==> config.mk <==
export PLATFORM = sky130hd
export DESIGN_NAME = sad_min_tracker_flat
export DESIGN_NICKNAME = d
export VERILOG_FILES = /design/src/rtl/sad_min_tracker_if.sv /design/src/rtl/sad_min_tracker.sv /design/src/flat_wrapper.sv
export SDC_FILE = /design/constraint.sdc
export NUM_CORES = 1
export LEC_CHECK = 0
export ABC_CLOCK_PERIOD_IN_PS = 2550
export BUFFER_PORTS_ARGS = -buffer_cell sky130_fd_sc_hd__buf_2
export CORE_MARGIN = 1.5
export CORE_UTILIZATION = 55
export DETAILED_ROUTE_END_ITERATION = 8
export PLACE_DENSITY = 0.79
export SYNTH_ARGS = -nofsm -noshare
export SYNTH_HDL_FRONTEND = slang
export SYNTH_SLANG_ARGS = --single-unit
==> constraint.sdc <==
create_clock -name iCLK -period 2.55 [get_ports iCLK]
set_input_delay 0.1275 -clock iCLK [delete_from_list [all_inputs] [get_ports iCLK]]
set_output_delay 0.1275 -clock iCLK [all_outputs]
set_load 0.01 [all_outputs]
==> src/rtl/sad_min_tracker_if.sv <==
// rtl/sad_min_tracker_if.sv - candidate stream in, best-match report out
interface sad_min_tracker_if #(
   parameter int SAD_W   = 32,
   parameter int COORD_W = 10,
   parameter int CNT_W   = 12
);
   logic               iFRAME_START;
   logic               iFRAME_END;
   logic               iVALID;
   logic [SAD_W-1:0]   iSAD;
   logic [COORD_W-1:0] iX;
   logic [COORD_W-1:0] iY;
   logic [COORD_W-1:0] oBEST_X;
   logic [COORD_W-1:0] oBEST_Y;
   logic [SAD_W-1:0]   oBEST_SAD;
   logic [CNT_W-1:0]   oCAND_CNT;
   logic               oFOUND;
   logic               oLOST;
   logic               oRESULT_VALID;
   logic               oBUSY;

   modport slave (
      input  iFRAME_START, iFRAME_END, iVALID, iSAD, iX, iY,
      output oBEST_X, oBEST_Y, oBEST_SAD, oCAND_CNT, oFOUND, oLOST,
             oRESULT_VALID, oBUSY
   );

   modport master (
      output iFRAME_START, iFRAME_END, iVALID, iSAD, iX, iY,
      input  oBEST_X, oBEST_Y, oBEST_SAD, oCAND_CNT, oFOUND, oLOST,
             oRESULT_VALID, oBUSY
   );
endinterface

==> src/rtl/sad_min_tracker.sv <==
// rtl/sad_min_tracker.sv - per-frame minimum-SAD search with found/lost status
module sad_min_tracker #(
   parameter int               SAD_W      = 32,
   parameter int               COORD_W    = 10,
   parameter int               CNT_W      = 12,
   parameter logic [SAD_W-1:0] THRESH     = 32'd20000,
   parameter int               MISS_LIMIT = 4
) (
   input logic iCLK,
   input logic iRST_N,
   sad_min_tracker_if.slave bus
);
   localparam int                MISS_W   = $clog2(MISS_LIMIT + 1);
   localparam logic [MISS_W-1:0] MISS_MAX = MISS_W'(MISS_LIMIT);
   localparam logic [SAD_W-1:0]  SAD_ONES = {SAD_W{1'b1}};
   localparam logic [CNT_W-1:0]  CNT_MAX  = {CNT_W{1'b1}};

   typedef enum logic [1:0] {S_IDLE, S_SCAN, S_REPORT} state_t;

   state_t             r_state;
   logic [SAD_W-1:0]   r_run_min;
   logic [COORD_W-1:0] r_run_x;
   logic [COORD_W-1:0] r_run_y;
   logic [CNT_W-1:0]   r_cand_cnt;
   logic [MISS_W-1:0]  r_miss_cnt;
   logic [COORD_W-1:0] r_best_x;
   logic [COORD_W-1:0] r_best_y;
   logic [SAD_W-1:0]   r_best_sad;
   logic [CNT_W-1:0]   r_out_cnt;
   logic               r_found;
   logic               r_lost;
   logic               r_result_valid;
   logic               r_busy;

   logic              w_found;
   logic [MISS_W-1:0] w_miss_next;

   // An empty frame never counts as a match, whatever run_min holds.
   assign w_found     = (r_cand_cnt != '0) && (r_run_min <= THRESH);
   assign w_miss_next = w_found                  ? '0 :
                        (r_miss_cnt == MISS_MAX) ? MISS_MAX :
                                                   r_miss_cnt + MISS_W'(1);

   always_ff @(posedge iCLK or negedge iRST_N) begin
      if (!iRST_N) begin
         r_state        <= S_IDLE;
         r_run_min      <= SAD_ONES;
         r_run_x        <= '0;
         r_run_y        <= '0;
         r_cand_cnt     <= '0;
         r_miss_cnt     <= MISS_MAX;
         r_best_x       <= '0;
         r_best_y       <= '0;
         r_best_sad     <= SAD_ONES;
         r_out_cnt      <= '0;
         r_found        <= 1'b0;
         r_lost         <= 1'b1;
         r_result_valid <= 1'b0;
         r_busy         <= 1'b0;
      end else begin
         r_result_valid <= 1'b0;
         case (r_state)
            S_IDLE: begin
               if (bus.iFRAME_START) begin
                  r_run_min  <= SAD_ONES;
                  r_cand_cnt <= '0;
                  r_state    <= S_SCAN;
                  r_busy     <= 1'b1;
               end
            end
            S_SCAN: begin
               if (bus.iFRAME_START) begin
                  r_run_min  <= SAD_ONES;
                  r_cand_cnt <= '0;
               end else begin
                  if (bus.iVALID) begin
                     if (r_cand_cnt != CNT_MAX)
                        r_cand_cnt <= r_cand_cnt + CNT_W'(1);
                     // Strict compare keeps the earliest of equal candidates.
                     if (bus.iSAD < r_run_min) begin
                        r_run_min <= bus.iSAD;
                        r_run_x   <= bus.iX;
                        r_run_y   <= bus.iY;
                     end
                  end
                  if (bus.iFRAME_END)
                     r_state <= S_REPORT;
               end
            end
            S_REPORT: begin
               r_best_sad     <= r_run_min;
               r_out_cnt      <= r_cand_cnt;
               r_found        <= w_found;
               r_miss_cnt     <= w_miss_next;
               r_lost         <= (w_miss_next == MISS_MAX);
               r_result_valid <= 1'b1;
               if (w_found) begin
                  r_best_x <= r_run_x;
                  r_best_y <= r_run_y;
               end
               if (bus.iFRAME_START) begin
                  r_run_min  <= SAD_ONES;
                  r_cand_cnt <= '0;
                  r_state    <= S_SCAN;
                  r_busy     <= 1'b1;
               end else begin
                  r_state <= S_IDLE;
                  r_busy  <= 1'b0;
               end
            end
            default: begin
               r_state <= S_IDLE;
               r_busy  <= 1'b0;
            end
         endcase
      end
   end

   assign bus.oBEST_X       = r_best_x;
   assign bus.oBEST_Y       = r_best_y;
   assign bus.oBEST_SAD     = r_best_sad;
   assign bus.oCAND_CNT     = r_out_cnt;
   assign bus.oFOUND        = r_found;
   assign bus.oLOST         = r_lost;
   assign bus.oRESULT_VALID = r_result_valid;
   assign bus.oBUSY         = r_busy;
endmodule

==> src/flat_wrapper.sv <==
// flat-port wrapper written by rule: the top's interface ports become plain ports
module sad_min_tracker_flat 
#(
   parameter int               SAD_W      = 32,
   parameter int               COORD_W    = 10,
   parameter int               CNT_W      = 12,
   parameter logic [SAD_W-1:0] THRESH     = 32'd20000,
   parameter int               MISS_LIMIT = 4
)
  (iCLK, iRST_N, bus_iFRAME_START, bus_iFRAME_END, bus_iVALID, bus_iSAD, bus_iX, bus_iY, bus_oBEST_X, bus_oBEST_Y, bus_oBEST_SAD, bus_oCAND_CNT, bus_oFOUND, bus_oLOST, bus_oRESULT_VALID, bus_oBUSY);
  sad_min_tracker_if #(.SAD_W(SAD_W), .COORD_W(COORD_W), .CNT_W(CNT_W)) bus_i ();
  input logic iCLK;
  input logic iRST_N;
  input wire logic [$bits(bus_i.iFRAME_START)-1:0] bus_iFRAME_START;
  input wire logic [$bits(bus_i.iFRAME_END)-1:0] bus_iFRAME_END;
  input wire logic [$bits(bus_i.iVALID)-1:0] bus_iVALID;
  input wire logic [$bits(bus_i.iSAD)-1:0] bus_iSAD;
  input wire logic [$bits(bus_i.iX)-1:0] bus_iX;
  input wire logic [$bits(bus_i.iY)-1:0] bus_iY;
  output wire logic [$bits(bus_i.oBEST_X)-1:0] bus_oBEST_X;
  output wire logic [$bits(bus_i.oBEST_Y)-1:0] bus_oBEST_Y;
  output wire logic [$bits(bus_i.oBEST_SAD)-1:0] bus_oBEST_SAD;
  output wire logic [$bits(bus_i.oCAND_CNT)-1:0] bus_oCAND_CNT;
  output wire logic [$bits(bus_i.oFOUND)-1:0] bus_oFOUND;
  output wire logic [$bits(bus_i.oLOST)-1:0] bus_oLOST;
  output wire logic [$bits(bus_i.oRESULT_VALID)-1:0] bus_oRESULT_VALID;
  output wire logic [$bits(bus_i.oBUSY)-1:0] bus_oBUSY;
  assign bus_i.iFRAME_START = bus_iFRAME_START;
  assign bus_i.iFRAME_END = bus_iFRAME_END;
  assign bus_i.iVALID = bus_iVALID;
  assign bus_i.iSAD = bus_iSAD;
  assign bus_i.iX = bus_iX;
  assign bus_i.iY = bus_iY;
  assign bus_oBEST_X = bus_i.oBEST_X;
  assign bus_oBEST_Y = bus_i.oBEST_Y;
  assign bus_oBEST_SAD = bus_i.oBEST_SAD;
  assign bus_oCAND_CNT = bus_i.oCAND_CNT;
  assign bus_oFOUND = bus_i.oFOUND;
  assign bus_oLOST = bus_i.oLOST;
  assign bus_oRESULT_VALID = bus_i.oRESULT_VALID;
  assign bus_oBUSY = bus_i.oBUSY;
  sad_min_tracker #(.SAD_W(SAD_W), .COORD_W(COORD_W), .CNT_W(CNT_W), .THRESH(THRESH), .MISS_LIMIT(MISS_LIMIT)) u_core (.iCLK(iCLK), .iRST_N(iRST_N), .bus(bus_i));
endmodule
==> results.ini, run 1 <==
[outcome]
outcome = finished with violations
violations = setup timing

[clock_tree]
htree_levels = 4
numCtsBuffers = 17
clk_pin_slew_worst_paths_ps = 60
clkLatencyLatePin_ps = 420
clockBufferDepth = 2
cts_sinks = 137
tritoncts = yes
clockRootBuffer = clkbuf_16

[global_route]
antenna_found_initial = 0
grt_max_degree = 81
grt_pass1_vias = 5280
track_usage = 0.2540
grt_overflow = 0
grt_pass1_wl_mm = 25.21

[routing]
drc_errors = 0
vias = 5154
wl_mm = 16.77
ant_nets = 0
dr.pass1.iters = 5
dr.first_iter.drc_count = 315
viasPerCell = 5.566
avgRoutedWirePerCell_um = 18.11

[timing]
finalHoldViolCount = 0
setup_viol = 3
holdWs_ps = 17.87
slew_viol_final = 0
timing.final.ws_setup_ps = -37.77
rsz0062_at_grt = yes
layout_min_cycle_time_ps = 2588
fmax_mhz = 386.4
timing.final.crit_share = 1.015
finClkSkew_ps = 5.792
worstMarginPinSlew_ps = 758.0
slew_headroom = 0.4947

[logic_synthesis]
synthTopCellsByArea = dfrtp_1 27%, dfstp_2 27%, ha_1 6.8%, nand2_1 5.1%, mux2i_1 4.9%
netlist_instances = 591
yosysMostFrequentCell = nand2_1
synthesis.area_sq_mm = 0.006474
synth_cell_types = 49
avgSynthCellArea_sq_um = 10.95
yosysWarnings = 0
synthesis.nets = 683
seq_area_frac_synth = 0.5423
ys.flop_type = dfrtp_1
synth_edf_count = 0
async_flop_share = 1.000
yosysTopAreaCellShare = 0.2744
ys_ff_latch = 137
synth_commonest_cells = 88 x nand2_1, 71 x dfrtp_1, 66 x dfstp_2
synth_largest_area_cell = dfrtp_1

[worst_setup_path]
crit_required_ps = 2880
worstPathCellList = inv_1 > ha_2 > nor3b_2 > o21ai_1 > a32oi_2 > a21oi_2 > buf_4 > a211oi_4 > buf_12 > buf_6 > mux2i_1
arrival_ps = 2910
cp-start-kind = register
critical_path.max_stage_delay_ps = 540
worstSetupPathType = register to register
cp_slowest_cell = dfstp_2
crit_fanout = 6
end_kind = register

[placement]
dp.cells = 845
place_area_sq_mm = 0.007298
io_buffers = 124
hpwl_mm = 10.04
gp_congestion = 0.8694

[power]
p_leak_nw = 4.476
worst_ir_drop_vdd_mv = 0.6252
powerDensity_mw_per_mm2 = 766.2

[floorplanning]
rows = 39
start_util = 0.5645
die_y_um = 111.5
coreArea_sq_mm = 0.01147
die_w_um = 111.5
die_area_sq_mm = 0.01243
pin_count = 125

[finish]
drive_above_1_share = 0.3985
fillers = 724
fin_cells = 926
final_nets = 863
final_util = 0.7649
syn_to_final_growth_pct = 35.49
antennaDiodeCount = 0
design_area_sq_mm = 0.008771

[run]
cap_violations = 0

[hold_path]
hold_path.class = input pin to register

-- cells in the final DEF (no fill, tap or decap), types with 3 or more instances in the layout --
cell type,n
a21o_1,4
a21oi_1,11
a21oi_2,9
buf_12,7
buf_2,123
buf_4,8
buf_6,3
clkbuf_1,3
clkbuf_16,19
clkbuf_8,4
dfrtp_1,71
dfstp_2,66
dlygate4sd3_1,42
ha_1,18
ha_4,16
inv_1,39
inv_2,5
inv_4,3
mux2_1,17
mux2_4,23
mux2i_1,30
nand2_1,88
nand2b_1,3
nand3_1,7
nand4_1,5
nor2_1,52
nor3_1,5
nor4_1,5
o21ai_0,36
o21ai_1,13
o21ai_2,3
xnor2_1,3
-- logic make-up after synthesis --
group / after synthesis / synth area share
AO/OA/AOI/OAI: 94 / 0.08814
XOR/XNOR: 3 / 0.004059
adder cells (fa/ha/maj): 35 / 0.06765
buffers and inverters: 68 / 0.04291
flip-flops: 137 / 0.5423
multiplexers: 72 / 0.1301
AND/OR/NAND/NOR: 182 / 0.1249
-- report_power, final --
part           switching [mW]  internal, mW
clock network           0.896          1.44
registers               0.230          2.72
logic                   0.780         0.656
total                    1.91          4.81
-- final timing paths --
path	start	endpoint	slack (ps)	depth (start not counted)
max	u_core.r_run_min[1]	u_core.r_run_min[6]	-40	11
min	bus_iSAD[0]	u_core.r_run_min[0]	20	3
max reg2reg	u_core.r_run_min[1]	u_core.r_run_min[6]	-40	11
min reg2reg	u_core.bus.oCAND_CNT[7]	u_core.bus.oCAND_CNT[7]	470	2
max in group asynchronous	iRST_N	u_core.bus.oBEST_SAD[10]	1400	3
min in group asynchronous	iRST_N	u_core.bus.oCAND_CNT[11]	280	2
-- registers in the layout, summed over array words and instances, names as in the netlist --
register / count
u_core.r_run_x: 10
u_core.r_run_y: 10
u_core.bus.oBEST_Y: 10
u_core.bus.oBEST_X: 10
u_core.bus.oCAND_CNT: 12
u_core.r_run_min: 32
u_core.bus.oFOUND: 1
u_core.r_miss_cnt: 3
u_core.r_cand_cnt: 12
u_core.r_state: 2
u_core.bus.oBEST_SAD: 32
u_core.bus.oLOST: 1
u_core.bus.oRESULT_VALID: 1
u_core.bus.oBUSY: 1
-- final cells by class --
class | count | area, sq um | area share
clock inverters | 7 | 66.31 | 0.007561
clock buffers | 24 | 491.7 | 0.05606
multi-input cells | 386 | 3038 | 0.3464
well taps | 143 | 178.9 | 0.02040
inverters | 44 | 165.2 | 0.01883
flip-flops and latches | 137 | 3511 | 0.4003
repair buffers | 185 | 1320 | 0.1505
-- repair_timing --
action | in CTS | in global routing
endpoints found under the setup margin | 45 | 52
hold buffers | 42 | 0
endpoints found under the hold margin | 91 | 0
setup buffers | 0 | 5
gates cloned | 0 | 4
resized for setup | 0 | 63
pin swaps | 1 | 18
-- worst max-delay path, delay by kind of cell (launching register included) --
family / cells / cell delay (ps)
adder cells (fa/ha/maj): 1 / 190
AND/OR/NAND/NOR: 1 / 200
AO/OA/AOI/OAI: 4 / 790
multiplexers: 1 / 250
buffers and inverters: 4 / 540
flip-flops: 1 / 540
-- routing by layer --
metal / GRT usage / routed length (um) / vias up
li1: - / - / 2373
met1: 0.3144 / 6938 / 2577
met2: 0.4417 / 8663 / 161
met3: 0.05879 / 733 / 43
met4: 0.08439 / 431 / 0
met5: 0 / 0 / -
-- metrics by stage --
step           total power, mW  TNS, ps  setup WS, ps
6_report                 6.720   -62.36        -37.77
2_1_floorplan            3.619        0         190.1
5_1_grt                  7.013    -3092        -97.44
3_3_place_gp             4.041        0         51.50
3_5_place_dp             4.130   -141.7        -25.62
4_1_cts                  6.520   -619.6        -53.97
Note: power is estimated with default switching activity, not from simulation.
==> run 2, diff against run 1 <==
--- a/config.mk
+++ b/config.mk
@@ -7,7 +7,6 @@
 export LEC_CHECK = 0
 export ABC_CLOCK_PERIOD_IN_PS = 2550
 export BUFFER_PORTS_ARGS = -buffer_cell sky130_fd_sc_hd__buf_2
-export CORE_MARGIN = 1.5
 export CORE_UTILIZATION = 55
 export DETAILED_ROUTE_END_ITERATION = 8
 export PLACE_DENSITY = 0.79
==> run 2 against run 1 <==
  * The run still ends with setup timing left
  * Critical path depth decreased by 1
  * Sequential power about the same
  * Global-route usage increased by 0.26 points
  * Clock skew up 6.3 ps
  * First-iteration DRC count shrank 14%
  * Utilization down 0.86 points
==> results.ini, run 2 (synthesized netlist as in run 1, its figures left out) <==
[outcome]
outcome = finished with violations
violations = setup timing

[routing]
avgRoutedWirePerCell_um = 17.19  ; -5.1%
ant_nets = 0  ; unchanged
viasPerCell = 5.542  ; -0.43%
wl_mm = 15.95  ; -4.9%
vias = 5143  ; -0.21%
dr.first_iter.drc_count = 272  ; -14%
drc_errors = 0  ; unchanged
dr.pass1.iters = 5  ; unchanged

[floorplanning]
die_w_um = 110.5  ; -0.90%
coreArea_sq_mm = 0.01147  ; unchanged
pin_count = 125  ; unchanged
rows = 39  ; unchanged
die_y_um = 110.5  ; -0.90%
die_area_sq_mm = 0.01221  ; -1.8%
start_util = 0.5645  ; unchanged

[worst_setup_path]
cp-start-kind = register
reg2reg_from = u_core.r_run_min[26]
crit_fanout = 6  ; unchanged
reg2reg_depth = 10  ; -1
worstPathCellList = inv_1 > ha_1 > nand3_1 > o211ai_1 > o21ai_1 > a31oi_2 > a211oi_4 > buf_6 > buf_12 > mux2i_1
worstSetupPathType = register to register
crit_required_ps = 2870  ; about the same
end_kind = register
arrival_ps = 2950  ; +40 ps
rr_endpoint = u_core.r_run_min[14]
cp_slowest_cell = dfstp_2
reg2reg_slack_ps = -90  ; -50 ps
critical_path.max_stage_delay_ps = 530  ; about the same

[clock_tree]
cts_sinks = 137  ; unchanged
clockRootBuffer = clkbuf_16
htree_levels = 4  ; unchanged
tritoncts = yes
numCtsBuffers = 17  ; unchanged
clk_pin_slew_worst_paths_ps = 60  ; about the same
clkLatencyLatePin_ps = 430  ; about the same
clockBufferDepth = 2  ; unchanged

[finish]
drive_above_1_share = 0.3750  ; -0.02347
multi_input_area_sq_mm = 0.002897  ; -4.7%
final_cell_mix = 123 x buf_2, 88 x nand2_1, 71 x dfrtp_1
fillers = 708  ; -2.2%
syn_to_final_growth_pct = 33.96
fin_cells = 928  ; +0.22%
final_common_cell = buf_2
area.sequential_sq_mm = 0.003511  ; unchanged
final_util = 0.7562  ; -0.008619
final_nets = 863  ; unchanged

[power]
seq_power_share = 0.430  ; -0.009
p_int_mw = 4.933  ; +2.5%
p_leak_nw = 4.473  ; about the same
worst_ir_drop_vdd_mv = 0.8037  ; +29%
swShare = 0.2789  ; -0.004825
power_mw = 6.841  ; +1.8%
p_sw_mw = 1.908  ; about the same
powerDensity_mw_per_mm2 = 788.9  ; +3.0%
comb_power_share = 0.198  ; -0.016
clock_power_share = 0.372  ; +0.025

[placement]
io_buffers = 124  ; unchanged
dp.cells = 845  ; unchanged
gp_congestion = 0.8407  ; -3.3%
hpwl_mm = 9.573  ; -4.7%

[timing]
slew_headroom = 0.5262  ; +0.03155
layout_min_cycle_time_ps = 2636  ; +48.42 ps
fin_tns_setup_ps = -104.7  ; -42.33 ps
timing.final.crit_share = 1.034  ; +0.01899
slew_viol_final = 0  ; unchanged
holdWs_ps = 8.828  ; -9.045 ps
finalHoldViolCount = 0  ; unchanged
fmax_mhz = 379.3  ; -1.8%
finClkSkew_ps = 12.11  ; +6.316 ps
worstMarginPinSlew_ps = 710.7  ; -47.33 ps
setup_viol = 2  ; -1
timing.final.ws_setup_ps = -86.19  ; -48.42 ps

[global_route]
antenna_found_initial = 1  ; +1
track_usage = 0.2566  ; +0.002575
grt_pass1_wl_mm = 24.76  ; -1.8%
grt_pass1_vias = 5157  ; -2.3%
grt_overflow = 0  ; unchanged
grt_max_degree = 81  ; unchanged

[hold_path]
worstHoldPathCells = 3  ; unchanged
hold_end = u_core.r_run_min[17]
hold_path.class = input pin to register
hold_path.startpoint = bus_iSAD[17]

[run]
cap_violations = 0  ; unchanged

run 2: power groups by stage:
stage	registers, mW	clock network, mW	logic [mW]
CTS	2.93	2.56	1.24
global placement	2.93	0	1.10
floorplan	3.02	0	0.600
global route	2.99	2.67	1.50
detailed placement	2.96	0	1.16
finish	2.94	2.54	1.35
run 2: how the worst max path moves through the flow:
stage / end / start / slack (ps) / cells past startpoint
global placement: u_core.r_run_min[1] / u_core.r_run_min[15] / 40 / 10
floorplan: u_core.r_run_min[0] / u_core.r_run_min[29] / 190 / 9
global route: u_core.r_run_min[2] / u_core.r_run_min[14] / -130 / 11
finish: u_core.r_run_min[14] / u_core.r_run_min[26] / -90 / 10
CTS: u_core.r_run_min[30] / u_core.r_run_min[30] / 20 / 10
detailed placement: u_core.r_run_min[6] / u_core.r_run_min[11] / -10 / 10
run 2: metal layers:
metal,vias to the layer above,track usage,part of all wire
met3,39,0.05873,0.055
met2,198,0.4331,0.50
li1,2369,-,-
met5,-,0,0
met1,2537,0.3156,0.41
met4,0,0.1111,0.028
run 2: what timing repair did:
action	in CTS	in global routing
pin swaps	5	11
endpoints found under the hold margin	68	0
endpoints found under the setup margin	26	52
setup buffers	1	2
hold buffers	44	0
gates resized for setup	12	33
gates cloned	1	2
run 2: final cells by class:
cell class                 instances  area share
sequential                       137      0.4048
multi-input combinational        386      0.3340
timing repair buffer             185      0.1503
clock buffer                      20     0.05382
tap                              143     0.02063
inverter                          44     0.01904
clock inverter                    12     0.01703
antenna                            1   0.0002886
run 2: critical path, delay by kind of cell, from the launching register on:
kind / cells / cell delay, ps
adder cells (fa/ha/maj): 1 / 320
flip-flops: 1 / 530
AO/OA/AOI/OAI: 4 / 740
multiplexers: 1 / 330
buffers and inverters: 3 / 410
AND/OR/NAND/NOR: 1 / 200
run 2: through the flow:
stage,worst slack [ps],cell area [sq um]
global placement,36.20,7298
detailed placement,-10.47,7298
global route,-126.6,8672
CTS,18.68,8418
finish,-86.19,8672
floorplan,190.1,6474
